## config.mk

```make
export PLATFORM = sky130hd
export DESIGN_NAME = keypad_scan_ctrl
export DESIGN_NICKNAME = d
export VERILOG_FILES = /design/src/rtl/keypad_pkg.sv /design/src/rtl/keypad_evt_fifo.sv /design/src/rtl/keypad_scan_ctrl.sv
export SDC_FILE = /design/constraint.sdc
export NUM_CORES = 1
export LEC_CHECK = 0
export BUFFER_PORTS_ARGS = -buffer_cell sky130_fd_sc_hd__buf_2
export CORE_ASPECT_RATIO = 0.5
export CORE_UTILIZATION = 38
export DETAILED_ROUTE_END_ITERATION = 10
export PLACE_DENSITY_LB_ADDON = 0.15
export REMOVE_ABC_BUFFERS = 1
export SYNTH_ARGS = -nofsm -noshare
export SYNTH_HDL_FRONTEND = slang
export SYNTH_SLANG_ARGS = --single-unit
```

## constraint.sdc

```tcl
create_clock -name clk -period 2.1 [get_ports clk]
set_input_delay 0.42 -clock clk [delete_from_list [all_inputs] [get_ports clk]]
set_output_delay 0.42 -clock clk [all_outputs]
set_load 0.01 [all_outputs]
```

## src/rtl/keypad_pkg.sv

```systemverilog
// keypad_pkg: shared FSM states, row drive patterns and the key code table for keypad_scan_ctrl.
package keypad_pkg;
    typedef enum logic [1:0] {SCAN, DEBOUNCE, HELD, RELEASE} state_t;
    localparam logic [3:0] ROW_DRIVE [4] = '{4'b1110, 4'b1101, 4'b1011, 4'b0111};
    // Indexed by {row, col}; '*' reads as E and '#' as F.
    localparam logic [3:0] KEY_CODE [16] = '{
        4'h1, 4'h2, 4'h3, 4'hA,
        4'h4, 4'h5, 4'h6, 4'hB,
        4'h7, 4'h8, 4'h9, 4'hC,
        4'hE, 4'h0, 4'hF, 4'hD
    };
    function automatic logic single_zero(input logic [3:0] s);
        logic [3:0] z;
        z = ~s;
        return z != 4'd0 && (z & (z - 4'd1)) == 4'd0;
    endfunction
    function automatic logic [1:0] zero_col(input logic [3:0] s);
        return !s[0] ? 2'd0 : !s[1] ? 2'd1 : !s[2] ? 2'd2 : 2'd3;
    endfunction
endpackage

```

## src/rtl/keypad_evt_fifo.sv

```systemverilog
// keypad_evt_fifo: key code storage; DEPTH=1 is a single holding register, DEPTH=4 a small FIFO.
module keypad_evt_fifo #(
    parameter int DEPTH = 1
) (
    input  logic       clk,
    input  logic       rst_n,
    input  logic       i_push,
    input  logic [3:0] i_data,
    input  logic       i_pop,
    output logic [3:0] o_data,
    output logic       o_valid,
    output logic       o_drop
);
    localparam int PW = DEPTH > 1 ? $clog2(DEPTH) : 1;
    logic [3:0]  r_mem [2**PW];
    logic [PW-1:0] r_rd, r_wr;
    logic [PW:0]   r_cnt;
    logic w_pop, w_wr;
    function automatic logic [PW-1:0] nxt(input logic [PW-1:0] p);
        return p == PW'(DEPTH - 1) ? '0 : p + 1'b1;
    endfunction
    assign o_valid = r_cnt != '0;
    assign o_data  = r_mem[r_rd];
    assign w_pop   = i_pop && o_valid;
    // A same-cycle pop frees the slot the push needs.
    assign w_wr    = i_push && (r_cnt != (PW+1)'(DEPTH) || w_pop);
    assign o_drop  = i_push && !w_wr;
    always_ff @(posedge clk or negedge rst_n) begin
        if (!rst_n) begin
            r_mem <= '{default: '0};
            r_rd  <= '0;
            r_wr  <= '0;
            r_cnt <= '0;
        end else begin
            if (w_wr) begin
                r_mem[r_wr] <= i_data;
                r_wr        <= nxt(r_wr);
            end
            if (w_pop) r_rd <= nxt(r_rd);
            r_cnt <= r_cnt + (PW+1)'(w_wr) - (PW+1)'(w_pop);
        end
    end
endmodule

```

## src/rtl/keypad_scan_ctrl.sv

```systemverilog
// keypad_scan_ctrl: 4x4 keypad row scanner with per-tick debounce and key event storage.
// Define KEYPAD_FIFO_EN for a 4-entry key FIFO; otherwise a single holding register is used.
module keypad_scan_ctrl
    import keypad_pkg::*;
#(
    parameter int SCAN_DIV       = 500000,
    parameter int DEBOUNCE_SCANS = 4
) (
    input  logic       clk,
    input  logic       rst_n,
    output logic [3:0] row_out,
    input  logic [3:0] col_in,
    output logic [3:0] key_code,
    output logic       key_valid,
    input  logic       key_ready,
    output logic       key_held,
    output logic       overflow,
    input  logic       ovf_clr
);
`ifdef KEYPAD_FIFO_EN
    localparam int FIFO_DEPTH = 4;
`else
    localparam int FIFO_DEPTH = 1;
`endif
    localparam logic [23:0] DIV_LAST = 24'(SCAN_DIV - 1);
    localparam logic [3:0]  DB_LAST  = 4'(DEBOUNCE_SCANS);
    state_t      r_state;
    logic [3:0]  r_sync1, r_sync2, r_samp, r_cnt;
    logic [23:0] r_div;
    logic [1:0]  r_row;
    logic        r_held, r_ovf;
    logic        w_tick, w_one, w_same, w_idle, w_push, w_drop;
    logic [3:0]  w_cnt_nxt, w_code;
    assign w_tick    = r_div == DIV_LAST;
    assign w_one     = single_zero(r_sync2);
    assign w_same    = r_sync2 == r_samp;
    assign w_idle    = r_sync2 == 4'hF;
    assign w_cnt_nxt = r_cnt + 4'd1;
    assign w_push    = w_tick && ((r_state == SCAN && w_one && DEBOUNCE_SCANS == 1) ||
                                  (r_state == DEBOUNCE && w_same && w_cnt_nxt == DB_LAST));
    assign w_code    = KEY_CODE[{r_row, zero_col(r_sync2)}];
    assign row_out   = ROW_DRIVE[r_row];
    assign key_held  = r_held;
    assign overflow  = r_ovf;
    keypad_evt_fifo #(.DEPTH(FIFO_DEPTH)) u_fifo (
        .clk     (clk),
        .rst_n   (rst_n),
        .i_push  (w_push),
        .i_data  (w_code),
        .i_pop   (key_ready),
        .o_data  (key_code),
        .o_valid (key_valid),
        .o_drop  (w_drop)
    );
    always_ff @(posedge clk or negedge rst_n) begin
        if (!rst_n) begin
            r_sync1 <= 4'hF;
            r_sync2 <= 4'hF;
            r_div   <= '0;
            r_state <= SCAN;
            r_samp  <= 4'hF;
            r_cnt   <= '0;
            r_row   <= '0;
            r_held  <= 1'b0;
            r_ovf   <= 1'b0;
        end else begin
            r_sync1 <= col_in;
            r_sync2 <= r_sync1;
            r_div   <= w_tick ? '0 : r_div + 24'd1;
            r_ovf   <= w_drop || (r_ovf && !ovf_clr);
            if (w_tick) begin
                case (r_state)
                    SCAN: begin
                        if (w_one) begin
                            r_samp  <= r_sync2;
                            r_cnt   <= 4'd1;
                            r_state <= DEBOUNCE_SCANS == 1 ? HELD : DEBOUNCE;
                            r_held  <= DEBOUNCE_SCANS == 1;
                        end else begin
                            r_row <= r_row + 2'd1;
                        end
                    end
                    DEBOUNCE: begin
                        if (!w_same) begin
                            r_cnt   <= '0;
                            r_state <= SCAN;
                        end else if (w_cnt_nxt == DB_LAST) begin
                            r_cnt   <= '0;
                            r_state <= HELD;
                            r_held  <= 1'b1;
                        end else begin
                            r_cnt <= w_cnt_nxt;
                        end
                    end
                    HELD: begin
                        if (w_idle) begin
                            r_cnt   <= 4'(DEBOUNCE_SCANS != 1);
                            r_state <= DEBOUNCE_SCANS == 1 ? SCAN : RELEASE;
                            r_held  <= DEBOUNCE_SCANS != 1;
                            if (DEBOUNCE_SCANS == 1) r_row <= r_row + 2'd1;
                        end
                    end
                    RELEASE: begin
                        if (!w_idle) begin
                            r_cnt   <= '0;
                            r_state <= HELD;
                        end else if (w_cnt_nxt == DB_LAST) begin
                            r_cnt   <= '0;
                            r_state <= SCAN;
                            r_held  <= 1'b0;
                            r_row   <= r_row + 2'd1;
                        end else begin
                            r_cnt <= w_cnt_nxt;
                        end
                    end
                endcase
            end
        end
    end
endmodule
```

Word level (Yosys, flattened, before mapping)
Memory sizes are Yosys's and may differ from the RTL's.
Index checks and enable logic that the tools add are counted.
Widths: inputs -> output; s select.
{"block": "word_totals", "reg_bits": 58, "mem_bits_ro": 64, "in_bits": 8, "out_inout_bits": 11, "wordCells": 115, "mem_count": 1}
{"block": "classes", "n_addsub": 8, "n_lt_le_gt_ge": 5, "n_eq_ne": 17, "muxes": 41, "n_bitwise": 6, "n_reduce_logical": 23}
{"name": "(name not given)", "words": 16, "width": 4, "read_ports": 1, "rd_clocked_by_memory_dff": 0, "write_ports": 0, "line_no": "keypad_scan_ctrl.sv:41", "rtl": "assign w_code = KEY_CODE[{r_row, zero_col(r_sync2)}];"}
{"cell": "$mux 4", "n": 13}
{"cell": "$add 24x1->24 const B", "n": 1}
{"cell": "$eq 24x19->1 const B", "n": 1}
{"cell": "$mux 24", "n": 1}
{"cell": "$mux 2", "n": 11}
{"cell": "$pmux 4 s4", "n": 1}
{"cell": "$ne 2x2->1 const B", "n": 6}
{"cell": "$reduce_and 5->1", "n": 2}
{"cell": "$logic_and 1x1->1", "n": 9}
{"cell": "$mux 1", "n": 9}
{"cell": "$bmux 4 s2", "n": 1}
{"cell": "$bwmux 8", "n": 1}
{"cell": "$pmux 2 s4", "n": 1}
{"cell": "$reduce_and 7->1", "n": 1}
{"cell": "$reduce_and 3->1", "n": 2}
{"cell": "$ge 5x5->1 const B", "n": 1}
{"cell": "$not 4->5", "n": 1}
{"cell": "$add 4x1->4 const B", "n": 1}
{"cell": "$and 4x4->4", "n": 1}
{"cell": "$demux 4 s1", "n": 1}
{"cell": "$eq 2x2->1 const B", "n": 2}
{"cell": "$eq 4x3->1 const B", "n": 1}
{"cell": "$eq 4x4->1", "n": 1}
{"cell": "$eq 4x4->1 const B", "n": 1}
{"cell": "23 further kinds", "n": 30}

Logic depth before layout (Yosys ltp)
{"block": "depth", "depth_word": 8, "depth_mapped": 8, "depth_no_buf": 8}

Hierarchy
From an unflattened synthesis, not the netlist that was laid out.
{"block": "unflattened", "cells_unflattened": 266, "area_unflattened_um2": 2852.7}
{"mod": "keypad_scan_ctrl", "n_inst": 1, "cells_each": 233, "area_each_um2": 2489.9, "seq_area_each_um2": 1166.1}
{"mod": "keypad_evt_fifo", "n_inst": 1, "cells_each": 33, "area_each_um2": 362.8, "seq_area_each_um2": 150.1}

Least setup slack after synthesis
OpenSTA, ideal clock, no wires.
{"block": "synth_timing", "path_type": "register to register", "startpoint": "reg r_cnt[0]", "endpoint": "reg r_state[1]", "setup_time_ps": 125, "arrival_ps": 2114, "required_ps": 1975, "path_slack_ps": -139, "stages_incl_launch_ff": 7, "n_path_buf": 0, "synth_period_minus_slack_ps": 2239, "path_cell_list": "dfrtp_1 -> ha_1 -> or3b_2 -> o41ai_1 -> nand2_1 -> a211oi_1 -> mux2_2"}
{"block": "synth_via", "elab_chain_cells": 4, "word_cells_on_any_way": 5, "cone_classes": "add/sub: 1; eq/ne: 3; reduce/logical: 1"}
{"item": "start, declared", "line_no": "keypad_scan_ctrl.sv:28", "rtl": "logic [3:0] r_sync1, r_sync2, r_samp, r_cnt;"}
{"item": "start signal, assigned", "line_no": "keypad_scan_ctrl.sv:92", "rtl": "r_cnt <= w_cnt_nxt;"}
{"item": "start signal, assigned", "line_no": "keypad_scan_ctrl.sv:97", "rtl": "r_cnt <= 4'(DEBOUNCE_SCANS != 1);"}
{"item": "start signal, assigned", "line_no": "keypad_scan_ctrl.sv:113", "rtl": "r_cnt <= w_cnt_nxt;"}
{"item": "$add 4x1->4 *", "line_no": "keypad_scan_ctrl.sv:38", "rtl": "assign w_cnt_nxt = r_cnt + 4'd1;"}
{"item": "$eq 4x3->1 *", "line_no": "keypad_scan_ctrl.sv:87, keypad_scan_ctrl.sv:107"}
{"item": "$ne 3x3->1 (no line) or $ne 3x2->1 (tied branches)"}
{"item": "$reduce_and 5->1 (no line) *"}
{"item": "end signal, assigned", "line_no": "keypad_scan_ctrl.sv:77", "rtl": "r_state <= DEBOUNCE_SCANS == 1 ? HELD : DEBOUNCE;"}
{"item": "end signal, assigned", "line_no": "keypad_scan_ctrl.sv:98", "rtl": "r_state <= DEBOUNCE_SCANS == 1 ? SCAN : RELEASE;"}
{"item": "end, declared", "line_no": "keypad_scan_ctrl.sv:27", "rtl": "state_t r_state;"}
Mark *: on every way between the ends. The rest lies on a longest branch, timed or not.
A chain may end at the register's enable or synchronous reset.

Worst setup path in the final report
{"block": "layout_timing", "startpoint": "reg r_cnt[0]", "endpoint": "reg u_fifo.r_mem[5] in the netlist's numbering"}
{"block": "layout_via", "elab_chain_cells": 5}
{"item": "$add 4x1->4", "line_no": "keypad_scan_ctrl.sv:38"}
{"item": "$eq 4x3->1", "line_no": "keypad_scan_ctrl.sv:40", "rtl": "(r_state == DEBOUNCE && w_same && w_cnt_nxt == DB_LAST));"}
{"item": "$logic_and 1x1->1", "line_no": "keypad_scan_ctrl.sv:40"}
{"item": "$logic_and 1x1->1", "line_no": "keypad_scan_ctrl.sv:39", "rtl": "assign w_push = w_tick && ((r_state == SCAN && w_one && DEBOUNCE_SCANS == 1) ||"}
{"item": "$logic_and 1x1->1", "line_no": "keypad_evt_fifo.sv:26", "rtl": "assign w_wr = i_push && (r_cnt != (PW+1)'(DEPTH) || w_pop);"}
{"item": "end signal, assigned by index", "line_no": "keypad_evt_fifo.sv:36", "rtl": "r_mem[r_wr] <= i_data;"}
{"item": "end, declared", "line_no": "keypad_evt_fifo.sv:15", "rtl": "logic [3:0] r_mem [2**PW];"}
No other way between the ends.

==> summary.md <==
| Metric | Value |
|---|---|
| Avg Cell Area, Syn | approximately 11 um2 |
| Final wirelength | between 5000 and 6000 um |
| CP max FO | 5 |
| Post-synthesis cell count | between 200 and 300 |
| Htree depth | 2 |
| Period minus WS final | about 2100 ps |
| Post-synth EDFFs | 0 |
| Yosys cell types | 47 |
| # setup viols final | 0 |
| Max cap viols | 0 |
| Mapped Area | 0.00272 mm2 |
| CP required | 2280 ps |
| I/O Buffers | 18 |
| FF-to-FF Start | r_cnt[0] |
| Power per Cell Area | 618 mW/mm2 |
| Leading area contributor after synthesis | dfrtp_1 |
| Antenna violations before repair | 0 |
| Top delay family on crit path | simple AND/OR/NAND/NOR gates |
| Largest net degree at the start of global routing | 35 |
| Global-route wire length before repair | 9090 um |
| Worst-path clk slew | about 70 ps |
| Commonest cells in the netlist | dfrtp_1 (40), inv_1 (25), nand2_1 (18), nor2_1 (18), ha_1 (16) |
| TritonCTS clock tree | built |
| Final slew viol count | 0 |
| Inst Count DP | 402 |
| Hold WC Path Type | in2async |
| CTS sink cnt | 52 |
| Final hold vios | 0 |
| Die ar. | 0.00751 mm2 |
| FF-to-FF path depth | 8 |
| # nets final | 348 |
| R2R Setup Slk | ~7.3 ps |
| Drt drc | 0 |
| Crit path depth | 8 |
| I/O Pins | 19 |
| F_max | ~0.48 GHz |
| Pleak | roughly 1.7 nW |
| Area growth, synth to finish | 30.8% |
| Final core occ | 0.522 |
| Diodes inserted | 0 |
| Worst-Margin Slew | 717 ps |
| Hold_buf cts | 0 |
| Status | complete, no violations |
| ANT nets after route | 0 |
| Top cell type's share of synthesized area | 0.368 |
| Drt pass-1 iters | 4 |
| Core footprint | 0.00681 mm2 |
| Top cells by area, synth | dfrtp_1 (37%), dfstp_2 (12%), ha_1 (7.4%) |
| GRT Resource Usage Total | 0.158 |
| Clock latency on the worst-skew pair | 290 ps |
| Crit end category | register |
| Buf/Inv on CP | 2 |
| Most frequent CP cell | buf_4 |
| Setup crit start | r_cnt[0] |
| Arr. time, crit path | about 2300 ps |
| Flops & latches, synth | 52 |
| Wire length per cell | between 10 and 15 um |
| Ys flop type | dfrtp_1 |
| Asr flop ratio synth | 1.00 |
| Remaining Overflow, GRT | 0 |
| Crit path launch type | register |
| Synth warn | 0 |
| HPWL Detailed | 3980 um |
| RSZ-0062 raised after global routing | yes |
| Clock buffer count from CTS | 5 |
| Seq/Total Area, Yosys | 0.484 |
| Layout cells sized above 1 | 0.360 |
| Slowest CP cell | dfrtp_1 |
| Crit path cell chain | ha_4, or3b_4, o41ai_2, nand2_1, buf_4, nor4_4, buf_4, mux2_4 |
| Slew headroom | 0.518 |
| Die H | 61.8 um |
| WS Path Type | reg2reg |
| Peak supply drop | between 0.3 and 0.4 mV |
| Finished Layout Cells | 417 |
| Clock Tree Buf Depth | 2 |
| Num rows | 21 |
| Worst r2r dst | u_fifo.r_mem[5] |
| Die W | 122 um |
| 1st-iter DRT viols | about 90 |
| GPL Wtd Cong | 0.777 |
| Worst clock skew | 3.08 ps |
| Count leader, synth | dfrtp_1 |
| Starting Density | 0.399 |
| Root buf cell | clkbuf_16 |
| Post-DR vias/cell | 4.88 |
| Worst path max stage delay | 410 ps |
| Routed vias | 2037 |
| Fin crit share | 0.997 |
| Vias in the first global route | between 1500 and 2000 |
| Worst setup path end | u_fifo.r_mem[5] |
## cell families (layout without fill, tap and decap cells)
group,Yosys count,count (layout),share of synthesized area
simple gates,87,87,0.177
flops,52,52,0.484
buf+inv,30,98,0.0456
compound gates,29,29,0.0691
xor+xnor,28,28,0.0902
fa+ha+maj,16,16,0.0737
mux,15,15,0.0599
## registers in the layout (all words and copies together), names as in the netlist
register	cells
r_samp	4
r_cnt	4
r_state	2
overflow	1
r_sync2	4
u_fifo.r_mem	4
key_held	1
u_fifo.r_cnt	2
r_row	2
r_div	24
r_sync1	4
## what timing repair did
| item | in CTS | in global routing |
|---|---|---|
| pin swaps | 8 | 8 |
| endpoints found under the setup margin | 8 | 12 |
| resized for setup | 11 | 11 |
| setup buffers | 4 | 3 |
## worst min-delay path by stage
stage	depth (start not counted)	slack (ps)	start	end
after global placement	0	350	r_sync1[0]	r_sync2[0]
after detailed placement	0	350	r_sync1[1]	r_sync2[1]
after global routing	1	100	rst_n	u_fifo.r_mem[5]
after floorplan	0	120	rst_n	key_held
final	1	70	rst_n	u_fifo.r_mem[5]
after CTS	1	90	rst_n	u_fifo.r_mem[5]
## cells in the final DEF, fill, tap and decap left out, types with 12 or more instances in the layout
| cell type | netlist | layout |
|---|---|---|
| xor2_1 | 14 | 14 |
| xnor2_1 | 14 | 14 |
| nand2_1 | 18 | 18 |
| dfrtp_1 | 40 | 40 |
| buf_4 | 0 | 45 |
| buf_2 | 3 | 18 |
| dfstp_2 | 12 | 12 |
| ha_1 | 16 | 15 |
| nor2_1 | 18 | 17 |
| inv_1 | 25 | 25 |
## through the flow
stage	hold slack [ps]	power [mW]	TNS (ps)	worst slack (ps)	area [um2]
floorplan	124	1.17	-505	-139	2690
global placement	348	1.24	-485	-128	3210
detailed placement	347	1.25	-791	-157	3210
CTS	90.5	2.22	-45.8	-27.9	3470
global route	101	2.30	-542	-96.5	3550
finish	71.2	2.20	0	7.35	3550
## power by group
part	internal, mW	switching [mW]	total, mW
clock	0.597	0.366	0.963
sequential	1.04	0.0199	1.06
combinational	0.0766	0.100	0.177
total	1.71	0.486	2.20
## area by class of cell
type	instances	area [um2]
fill	599	3250
multi-input combinational	175	1390
sequential	52	1320
timing repair buffer	65	459
clock buffer	6	139
tap	92	115
inverter	25	93.8
clock inverter	2	38.8
## routing by layer
metal | vias to the layer above | wire length [um] | global-route usage
met2 | 26 | 2620 | 0.275
met3 | 4 | 184 | 0.0383
met4 | 0 | 34 | 0.0388
li1 | 1017 | - | -
met1 | 990 | 2700 | 0.203
met5 | - | 0 | 0
Power figures use the tool's default switching activity.
